### config.mk
export PLATFORM = sky130hd
export DESIGN_NAME = wb_mem_arbiter
export DESIGN_NICKNAME = d
export VERILOG_FILES = /design/src/rtl/osiris_pkg.sv /design/src/rtl/wb_timeout_cnt.sv /design/src/rtl/wb_mem_arbiter.sv
export SDC_FILE = /design/constraint.sdc
export NUM_CORES = 1
export LEC_CHECK = 0
export BUFFER_PORTS_ARGS = -buffer_cell sky130_fd_sc_hd__buf_4
export CAP_MARGIN = 20
export CORE_AREA = 3 3 107 109
export DETAILED_ROUTE_END_ITERATION = 16
export DIE_AREA = 0 0 110 112
export PLACE_DENSITY = 0.52
export SYNTH_ARGS = -nofsm -noshare
export SYNTH_HDL_FRONTEND = slang
export SYNTH_SLANG_ARGS = --single-unit
### constraint.sdc
create_clock -name clk -period 5.34 [get_ports clk]
set_clock_uncertainty 0.2 [all_clocks]
set_input_delay 1.602 -clock clk [delete_from_list [all_inputs] [get_ports clk]]
set_output_delay 1.602 -clock clk [all_outputs]
set_load 0.02 [all_outputs]
### src/rtl/osiris_pkg.sv
// ---------------------------------------------------------------------------
// osiris_pkg
//   Shared definitions for the Wishbone memory arbiter: FSM state encoding and
//   grant encoding used for the round-robin tie-break.
// ---------------------------------------------------------------------------
package osiris_pkg;

  typedef enum logic [1:0] {
    IDLE      = 2'd0,
    CORE_BUSY = 2'd1,
    UART_BUSY = 2'd2
  } arb_state_t;

  localparam logic GNT_CORE = 1'b0;
  localparam logic GNT_UART = 1'b1;

endpackage

### src/rtl/wb_timeout_cnt.sv
// ---------------------------------------------------------------------------
// wb_timeout_cnt
//   Clear/enable cycle counter that flags when a bus access has been pending
//   for TIMEOUT_CYCLES cycles. Only instantiated when WB_ARB_TIMEOUT_EN is
//   defined.
// Ports:
//   clk      in  system clock
//   rst      in  synchronous reset, active-high
//   clr      in  synchronous clear (arbiter idle)
//   en       in  count enable (arbiter busy)
//   expired  out high during the TIMEOUT_CYCLES-th enabled cycle
// ---------------------------------------------------------------------------
module wb_timeout_cnt #(
  parameter int TIMEOUT_CYCLES = 16
) (
  input  logic clk,
  input  logic rst,
  input  logic clr,
  input  logic en,
  output logic expired
);

  localparam int CW = $clog2(TIMEOUT_CYCLES + 1);
  localparam logic [CW-1:0] LAST = CW'(TIMEOUT_CYCLES - 1);

  logic [CW-1:0] count;

  // Saturates at LAST so a stuck enable can never wrap back to "not expired".
  always_ff @(posedge clk) begin
    if (rst || clr) begin
      count <= '0;
    end else if (en && (count != LAST)) begin
      count <= count + 1'b1;
    end
  end

  assign expired = en & (count == LAST);

endmodule

### src/rtl/wb_mem_arbiter.sv
// ---------------------------------------------------------------------------
// wb_mem_arbiter
//   Two-master Wishbone arbiter sharing one memory between the core load/store
//   port and the UART bridge. Registered grants, round-robin on ties, core
//   stall on contention, per-master ack/data routing.
//
// Configuration macro:
//   WB_ARB_TIMEOUT_EN  when defined, an access pending TIMEOUT_CYCLES cycles
//                      without i_mem_ack is acked with zero data and o_err
//                      pulses for one cycle. When undefined, busy states wait
//                      indefinitely and o_err is tied low.
//
// Ports:
//   clk, rst                      clock, synchronous active-high reset
//   i_core_req/we/adr/dat         core request (held until o_core_ack)
//   o_core_dat/ack/stall          core read data, completion, pipeline stall
//   i_uart_cyc/stb/we/adr/dat     UART bridge Wishbone master
//   o_uart_dat/ack                UART bridge read data, ack
//   o_mem_cyc/stb/we/adr/dat      Wishbone master to memory
//   i_mem_dat/ack                 memory read data, ack
//   o_err                         one-cycle pulse on timeout abort
// ---------------------------------------------------------------------------
module wb_mem_arbiter #(
  parameter int DATA_WIDTH     = 32,
  parameter int ADDR_WIDTH     = 32,
  parameter int MEM_ADDR_W     = 10,
  parameter int TIMEOUT_CYCLES = 16
) (
  input  logic                  clk,
  input  logic                  rst,
  input  logic                  i_core_req,
  input  logic                  i_core_we,
  input  logic [ADDR_WIDTH-1:0] i_core_adr,
  input  logic [DATA_WIDTH-1:0] i_core_dat,
  output logic [DATA_WIDTH-1:0] o_core_dat,
  output logic                  o_core_ack,
  output logic                  o_core_stall,
  input  logic                  i_uart_cyc,
  input  logic                  i_uart_stb,
  input  logic                  i_uart_we,
  input  logic [ADDR_WIDTH-1:0] i_uart_adr,
  input  logic [DATA_WIDTH-1:0] i_uart_dat,
  output logic [DATA_WIDTH-1:0] o_uart_dat,
  output logic                  o_uart_ack,
  output logic                  o_mem_cyc,
  output logic                  o_mem_stb,
  output logic                  o_mem_we,
  output logic [MEM_ADDR_W-1:0] o_mem_adr,
  output logic [DATA_WIDTH-1:0] o_mem_dat,
  input  logic [DATA_WIDTH-1:0] i_mem_dat,
  input  logic                  i_mem_ack,
  output logic                  o_err
);

  import osiris_pkg::*;

  arb_state_t state, state_nxt;
  logic       last_grant, last_grant_nxt;
  logic       uart_req, core_busy, uart_busy;
  logic       timeout, done;

  assign uart_req  = i_uart_cyc & i_uart_stb;
  assign core_busy = (state == CORE_BUSY);
  assign uart_busy = (state == UART_BUSY);

`ifdef WB_ARB_TIMEOUT_EN
  logic expired;

  wb_timeout_cnt #(
    .TIMEOUT_CYCLES(TIMEOUT_CYCLES)
  ) u_timeout_cnt (
    .clk    (clk),
    .rst    (rst),
    .clr    (state == IDLE),
    .en     (core_busy | uart_busy),
    .expired(expired)
  );

  // A real ack in the expiry cycle wins over the abort.
  assign timeout = expired & ~i_mem_ack;
  assign o_err   = timeout & ~rst;
`else
  localparam int unused_timeout_cycles = TIMEOUT_CYCLES;
  assign timeout = 1'b0;
  assign o_err   = 1'b0;
`endif

  assign done = i_mem_ack | timeout;

  // Upper master address bits are intentionally dropped.
  logic unused_adr_bits;
  assign unused_adr_bits = ^{i_core_adr[ADDR_WIDTH-1:MEM_ADDR_W],
                             i_uart_adr[ADDR_WIDTH-1:MEM_ADDR_W]};

  // NOTE: every always_comb output gets a default before the case so no path
  // leaves it unassigned; otherwise synthesis infers a latch.
  always_comb begin
    state_nxt      = state;
    last_grant_nxt = last_grant;
    case (state)
      IDLE: begin
        if (i_core_req && uart_req) begin
          state_nxt = (last_grant == GNT_UART) ? CORE_BUSY : UART_BUSY;
        end else if (i_core_req) begin
          state_nxt = CORE_BUSY;
        end else if (uart_req) begin
          state_nxt = UART_BUSY;
        end
      end
      CORE_BUSY: begin
        if (done) begin
          state_nxt      = IDLE;
          last_grant_nxt = GNT_CORE;
        end
      end
      UART_BUSY: begin
        // Dropping cyc abandons the access without an ack or grant update.
        if (!i_uart_cyc) begin
          state_nxt = IDLE;
        end else if (done) begin
          state_nxt      = IDLE;
          last_grant_nxt = GNT_UART;
        end
      end
      default: state_nxt = IDLE;
    endcase
  end

  // NOTE: sequential state uses non-blocking assignments so every register
  // samples pre-edge values regardless of statement order.
  always_ff @(posedge clk) begin
    if (rst) begin
      state      <= IDLE;
      last_grant <= GNT_UART;
    end else begin
      state      <= state_nxt;
      last_grant <= last_grant_nxt;
    end
  end

  assign o_mem_cyc = core_busy | uart_busy;
  assign o_mem_stb = core_busy | uart_busy;
  assign o_mem_we  = (core_busy & i_core_we) | (uart_busy & i_uart_we);
  assign o_mem_adr = core_busy ? i_core_adr[MEM_ADDR_W-1:0] :
                     uart_busy ? i_uart_adr[MEM_ADDR_W-1:0] : '0;
  assign o_mem_dat = core_busy ? i_core_dat :
                     uart_busy ? i_uart_dat : '0;

  // Acks are combinational from the memory ack; gated by rst so a reset in
  // the ack cycle never completes the lost access.
  assign o_core_ack = core_busy & done & ~rst;
  assign o_uart_ack = uart_busy & i_uart_cyc & done & ~rst;

  // Data is only forwarded on a genuine memory ack; a timeout returns zero.
  assign o_core_dat = (o_core_ack & i_mem_ack) ? i_mem_dat : '0;
  assign o_uart_dat = (o_uart_ack & i_mem_ack) ? i_mem_dat : '0;

  assign o_core_stall = (i_core_req & ~o_core_ack) | uart_busy;

endmodule

; ---- Word level (Yosys, flattened, before mapping)
; Index checks and enable logic that the tools add are counted.
[op_classes]
n_eq_ne = 6
muxes = 17
bitwise = 16
reduce_logical = 4
[op_table]
columns = operator, n
row1 = $mux W32, 4
row2 = $mux W10, 2
row3 = $mux W2, 6
row4 = $and A1 B1 Y1, 11
row5 = $ne A2 B2 Y1 const B, 3
row6 = $pmux W2 S3, 1
row7 = $ne A4 B4 Y1 const B, 1
row8 = $reduce_and A4 Y1, 1
row9 = $mux W1, 3
row10 = $or A1 B1 Y1, 3
row11 = $eq A2 B1 Y1 const B, 1
row12 = $eq A2 B2 Y1 const B, 1
row13 = $logic_not A2 Y1, 1
row14 = $not A1 Y1, 2
row15 = $pmux W1 S2, 1
row16 = $reduce_bool A2 Y1, 1
row17 = $logic_and A1 B1 Y1, 1
[totals]
ff_bits = 3
in_bits = 168
word_cells = 45

; ---- Longest topological paths before layout
; Gate-level depths: netlist of run 1.
[logic_depth]
ltp_word = 6
ltp_mapped = 7

; ---- Least setup slack after synthesis of run 1
; No wires, ideal clock.
[synth_path]
path_kind = in2out
start = input rst
end = output o_uart_dat[22]
t_arrival_ns = 2.327
t_required_ns = 3.538
setup_slack_ns = 1.211
cell_stages = 3
n_path_buf = 1
path_cell_list = and4b_4 -> buf_6 -> and2_1
[synth_between]
elab_chain_len = 4
[synth_lines]
columns = element, line_no
row1 = from (decl), wb_mem_arbiter.sv:30  ; input logic rst,
row2 = $not A1 Y1, wb_mem_arbiter.sv:152  ; assign o_uart_ack = uart_busy & i_uart_cyc & done & ~rst;
row3 = $and A1 B1 Y1, wb_mem_arbiter.sv:152
row4 = via o_uart_ack, wb_mem_arbiter.sv:44  ; output logic o_uart_ack,
row5 = $and A1 B1 Y1, wb_mem_arbiter.sv:156  ; assign o_uart_dat = (o_uart_ack & i_mem_ack) ? i_mem_dat : '0;
row6 = $mux W32, wb_mem_arbiter.sv:156
row7 = to (decl), wb_mem_arbiter.sv:43  ; output logic [DATA_WIDTH-1:0] o_uart_dat,
; The timed path passes the listed nets, and every way through them passes these cells.

; ---- Worst setup path after layout of run 1
[layout_path]
start = input rst
end = output o_uart_dat[6]
[layout_between]
elab_chain_len = 4
[layout_lines]
columns = element, line_no
row1 = $not A1 Y1, wb_mem_arbiter.sv:152
row2 = $and A1 B1 Y1, wb_mem_arbiter.sv:152
row3 = $and A1 B1 Y1, wb_mem_arbiter.sv:156
row4 = $mux W32, wb_mem_arbiter.sv:156
; No other way between the ends.

==> results of run 1 <==
-- critical path: cells and delay by family --
kind,cells,cell delay [ns]
simple gates,2,0.74
buf+inv,2,0.28
-- report_power, final --
part	switching, mW	leakage (nW)	internal (mW)
Clock	0.0155	0.0228	0.0509
Combinational	0.118	1.63	0.136
Sequential	0.00262	0.0247	0.0247
Total	0.136	1.67	0.212
-- per-layer routing --
layer,vias up,share of wire,GRT usage
li1,1007,-,-
met1,903,0.36,0.116
met2,126,0.54,0.195
met3,4,0.10,0.0139
met4,0,0.0081,0.0224
met5,-,0,0
-- flip-flops by register name, indices dropped and copies added, names as in the netlist --
| signal | cells |
|---|---|
| state | 2 |
| last_grant | 1 |
-- stage by stage --
stage / std cells / area (um2) / utilization
2_1_floorplan: 159 / 1270 / -
3_3_place_gp: 517 / 3030 / 0.283
3_5_place_dp: 517 / 3030 / 0.283
4_1_cts: 521 / 3070 / 0.287
5_1_grt: 521 / 3070 / 0.287
6_report: 521 / 3070 / 0.287
-- kinds of logic (layout without fill, tap and decap cells) --
logic type	after synthesis	in the layout
AO/OA/AOI/OAI	55	55
other	1	1
adder cells (fa/ha/maj)	5	5
buffers and inverters	22	244
AND/OR/NAND/NOR	73	73
flip-flops	3	3
-- layout make-up --
class / count / area, um2 / area share
Timing Repair Buffer: 236 / 1770 / 0.576
Multi-Input combinational cell: 134 / 1010 / 0.328
Clock buffer: 4 / 45.0 / 0.0147
Tap cell: 140 / 175 / 0.0570
Inverter: 4 / 15.0 / 0.00488
Sequential cell: 3 / 60.1 / 0.0195
-- cell usage after synthesis (all sizes together) --
library cell	n
and2	64
conb	1
and4b	1
a21oi	3
nand2	3
a221o	1
a22o	43
or3	1
o2bb2ai	3
o21ai	3
a21o	1
o21bai	1
nor2b	1
nor3b	3
ha	5
clkbuf	3
buf	15
dfxtp	3
inv	4
-- worst max path at each step --
stage / slack, ns / endpoint / depth (start not counted)
floorplan: 1.21 / o_uart_dat[22] / 3
global placement: 0.91 / o_uart_dat[6] / 4
detailed placement: 0.89 / o_uart_dat[6] / 4
CTS: 0.89 / o_uart_dat[6] / 4
global route: 0.84 / o_uart_dat[6] / 4
finish: 0.90 / o_uart_dat[6] / 4
==> flow_summary.toml, run 1 <==
[status]
status = "completed"

[synth]
synth.distinct_cells = 24
ys_seq_elements = 3
netlist_instances = 159
synth_xor_area_frac = 0
synth_top_area_share = 0.314
synth_nets = 332
synth_top_family_by_area = "simple AND/OR/NAND/NOR gates"
synthAdderAreaFrac = 0.0491
ys_seq_area_frac = 0.0471
synth_area_mm2 = 0.00127
synth-simple-area-share = 0.376
synthMuxAreaShare = 0
synth_top_area_cell = "and2_1"
synthTopCellsByArea = "and2_1 31%, a22o_1 30%, buf_12 6.3%"
synth_compound_area_frac = 0.360
postSynthAreaPerCell_um2 = 8.02
yosys_warnings = 0

[worst_setup_path]
path_max_fanout = 33
worst_setup_path_start_kind = "input port"
cp_common_cell = "buf_4"
critPathCaptureType = "output port"
r2r-end = "last_grant$_SDFFE_PP1P_"
critPathKind = "in -> out"
arrival_ns = 2.64
timing.rr.start = "state[1]$_SDFFE_PP0P_"
crit_chain = "buf_4 -> and4b_4 -> and2_1 -> buf_4"
r2r.worst_path.cells = 4
cp.required_ns = 3.54
slowest_stage = "and4b_4"
crit_path_start = "rst"
r2r_slack_ns = 3.18
cpPeakStageDelay_ns = 0.54

[worst_hold_path]
min-delay-start = "state[0]$_SDFFE_PP0P_"
min_path_cells = 1
hp-class = "reg -> reg"
worstHoldEndpoint = "state[0]$_SDFFE_PP0P_"

[floorplanning]
ios = 281
die_h_um = 112
num_rows = 38
die_w_um = 110
core_mm2 = 0.0107
die-area_mm2 = 0.0123
initial_core_util = 0.119

[clock_tree]
post_cts_buffers = 0
cts_hold_buffers = 0
cts_tree = "done"
cts-root-buf = "clkbuf_8"
path_clk_slew_ns = 0.03
cts_resized = 0
cts_buffer_depth = 2
cts.sinks = 3
cts-htree-levels = 1
cts_buffers = 3
clk-insertion-delay-late_ns = 0.22

[routing]
dr.pass1.iters = 4
drt_iter0_markers = 30
wl_per_cell_um = 13.5
avgViaCountPerCell = 3.92
ant_nets = 0
wl_um = 7050
num_vias = 2040
drcViolationCount = 0

[sta]
fin_crit_sh = 0.831
drv_slew = 0
setup_viol = 0
fmax_mhz = 225
finalHoldViolCount = 0
rsz0062_at_grt = "no"
fin_ws_ns = 0.903
tns_ns = 0
holdWs_ns = 0.337
worst_pin_slew_ns = 0.923
fin_crit_ns = 4.44
relSlewSlack = 0.383

[finish]
num_antenna_cells = 0
final_cell_mix = "236 x buf_4, 64 x and2_1, 43 x a22o_1, 4 x ha_1"
synthToLayoutAreaGrowth_pct = 141
fin_nets = 555
mostFrequentLayoutCell = "buf_4"
n_fill_cell = 1162
drive_gt1_frac = 0.643

[placement]
io_buffer_count = 235
post-place-ws_ns = 0.889
place_congestion = 0.723
dp_hpwl_um = 6030

[pwr]
power_uw = 348
leakage_nw = 1.67
ir_drop_uv = 74.6
p_per_area_mw_per_mm2 = 113

[grt]
grt_pass1_wl_um = 10100
grt_max_degree = 47
grt_overflow = 0
grt_pass1_vias = 1998
antenna_found_initial = 0
track_usage = 0.102

[job]
drv_cap = 0
No activity file was read; power rests on OpenSTA's default activity.
==> run 2, diff against run 1 <==
CORE_AREA = 3 3 108 110   (was 3 3 107 109)
DIE_AREA = 0 0 111 113   (was 0 0 110 112)
PLACE_DENSITY = 0.51   (was 0.52)
clock period = 4.54 ns   (was 5.34 ns; I/O delays follow)
==> run 2 against run 1 <==
  * Register-to-register slack got worse by 0.58 ns
  * Sequential share of layout area about the same
  * Core utilization decreased by 0.11 points
  * Die area increased by 1.8%
  * First-iteration DRC count increased by 130%
  * Hold slack got worse by 0.010 ns
  * Non-clock buffer count increased by 2
==> flow_summary.toml, run 2 (synthesis gave the netlist of run 1 again) <==
[clock_tree]
cts_resized = 0
cts.sinks = 3
cts_tree = "done"
cts-htree-levels = 1
cts_buffers = 3
cts-root-buf = "clkbuf_8"
cts_buffer_depth = 2
cts_hold_buffers = 0
path_clk_slew_ns = 0.03
clk-insertion-delay-late_ns = 0.23
post_cts_buffers = 0

[grt]
grt_max_degree = 46
grt_overflow = 0
antenna_found_initial = 0
track_usage = 0.0966
grt_pass1_wl_um = 10100
grt_pass1_vias = 2063

[pwr]
p_per_area_mw_per_mm2 = 134
p_switching_uw = 164
leakage_nw = 1.68
internal_power_uw = 250
power.share.sequential = 0.077
p_clk_frac = 0.200
p_comb_frac = 0.723
p_sw_frac = 0.396
ir_drop_uv = 73.5

[sta]
fin_crit_sh = 0.877
fmax_mhz = 251
fin_ws_ns = 0.559
holdWs_ns = 0.326
fin_crit_ns = 3.98
tns_ns = 0
setup_viol = 0
drv_slew = 0
rsz0062_at_grt = "no"
finalHoldViolCount = 0

[routing]
wl_um = 6790
avgViaCountPerCell = 3.91
wl_per_cell_um = 13.0
drcViolationCount = 0
num_vias = 2046
ant_nets = 0
drt_iter0_markers = 69
dr.pass1.iters = 4

[worst_setup_path]
timing.rr.start = "state[1]$_SDFFE_PP0P_"
critPathCaptureType = "output port"
critPathKind = "in -> out"
r2r_slack_ns = 2.60
r2r-end = "last_grant$_SDFFE_PP1P_"
cp.required_ns = 2.98
arrival_ns = 2.42
worst_setup_path_start_kind = "input port"
r2r.worst_path.cells = 5
path_max_fanout = 33

[floorplanning]
die-area_mm2 = 0.0125
ios = 281
initial_core_util = 0.118
die_w_um = 111
num_rows = 38
core_mm2 = 0.0108
die_h_um = 113

[finish]
top_register = "state"
num_antenna_cells = 0
final_cell_mix = "238 x buf_4, 64 x and2_1, 43 x a22o_1, 4 x ha_1"
largestRegisters = "state: 2 flops, last_grant: 1 flops"
largest_reg_flops = 2
mostFrequentLayoutCell = "buf_4"
n_fill_cell = 1140
drive_gt1_frac = 0.645
fin_nets = 557
seq_area_um2 = 60.1
multi_input_area_mm2 = 0.00101
synthToLayoutAreaGrowth_pct = 142

[worst_hold_path]
min_path_cells = 1
hp-class = "reg -> reg"
min-delay-start = "state[0]$_SDFFE_PP0P_"
worstHoldEndpoint = "state[0]$_SDFFE_PP0P_"

[placement]
post-place-ws_ns = 0.548
io_buffer_count = 235
dp_hpwl_um = 5830
place_congestion = 0.808

[status]
status = "completed"

[job]
drv_cap = 0
run 2: changes by cell type in the layout (fill, tap and decap cells not counted), sizes merged:
cell	change
buf	+2
run 2: stage by stage:
stage	cells	area (um2)	utilization	power, mW
CTS	523	3090	0.286	0.417
global placement	519	3040	0.282	0.332
finish	523	3090	0.286	0.414
global route	523	3090	0.286	0.440
floorplan	159	1270	-	0.177
detailed placement	519	3040	0.282	0.334
run 2: how the worst max path moves through the flow:
| stage | from | endpoint | slack [ns] | depth (start not counted) |
|---|---|---|---|---|
| finish | rst | o_uart_dat[7] | 0.56 | 4 |
| global route | rst | o_uart_dat[7] | 0.49 | 4 |
| CTS | rst | o_uart_dat[7] | 0.54 | 4 |
| detailed placement | rst | o_uart_dat[7] | 0.55 | 4 |
| global placement | rst | o_uart_dat[7] | 0.56 | 4 |
| floorplan | rst | o_uart_dat[22] | 0.89 | 3 |
run 2: final cells by class:
type / count / area share
repair buffers: 238 / 0.578
clock buffers: 4 / 0.0146
well taps: 140 / 0.0567
inverters: 4 / 0.00486
flip-flops and latches: 3 / 0.0194
multi-input cells: 134 / 0.326
run 2: metal layers:
layer  wire length, um  share of wire  global-route usage  up-vias
met2              3630           0.54               0.196      137
met5                 0              0                   0        -
met3               754           0.11              0.0262        7
met1              2310           0.34              0.0955      890
li1                  -              -                   -     1012
met4                87          0.013              0.0255        0
run 2: power groups by stage:
stage	Sequential [mW]	Clock, mW	Combinational (mW)
2_1_floorplan	0.0316	0	0.146
3_3_place_gp	0.0323	0	0.300
3_5_place_dp	0.0325	0	0.302
4_1_cts	0.0321	0.0825	0.303
5_1_grt	0.0326	0.0866	0.321
6_report	0.0321	0.0826	0.299
run 2: critical path, cell delays in order:
cell	delay, ns
buf_4	0.14
and4b_4	0.53
and2_1	0.21
buf_4	0.15
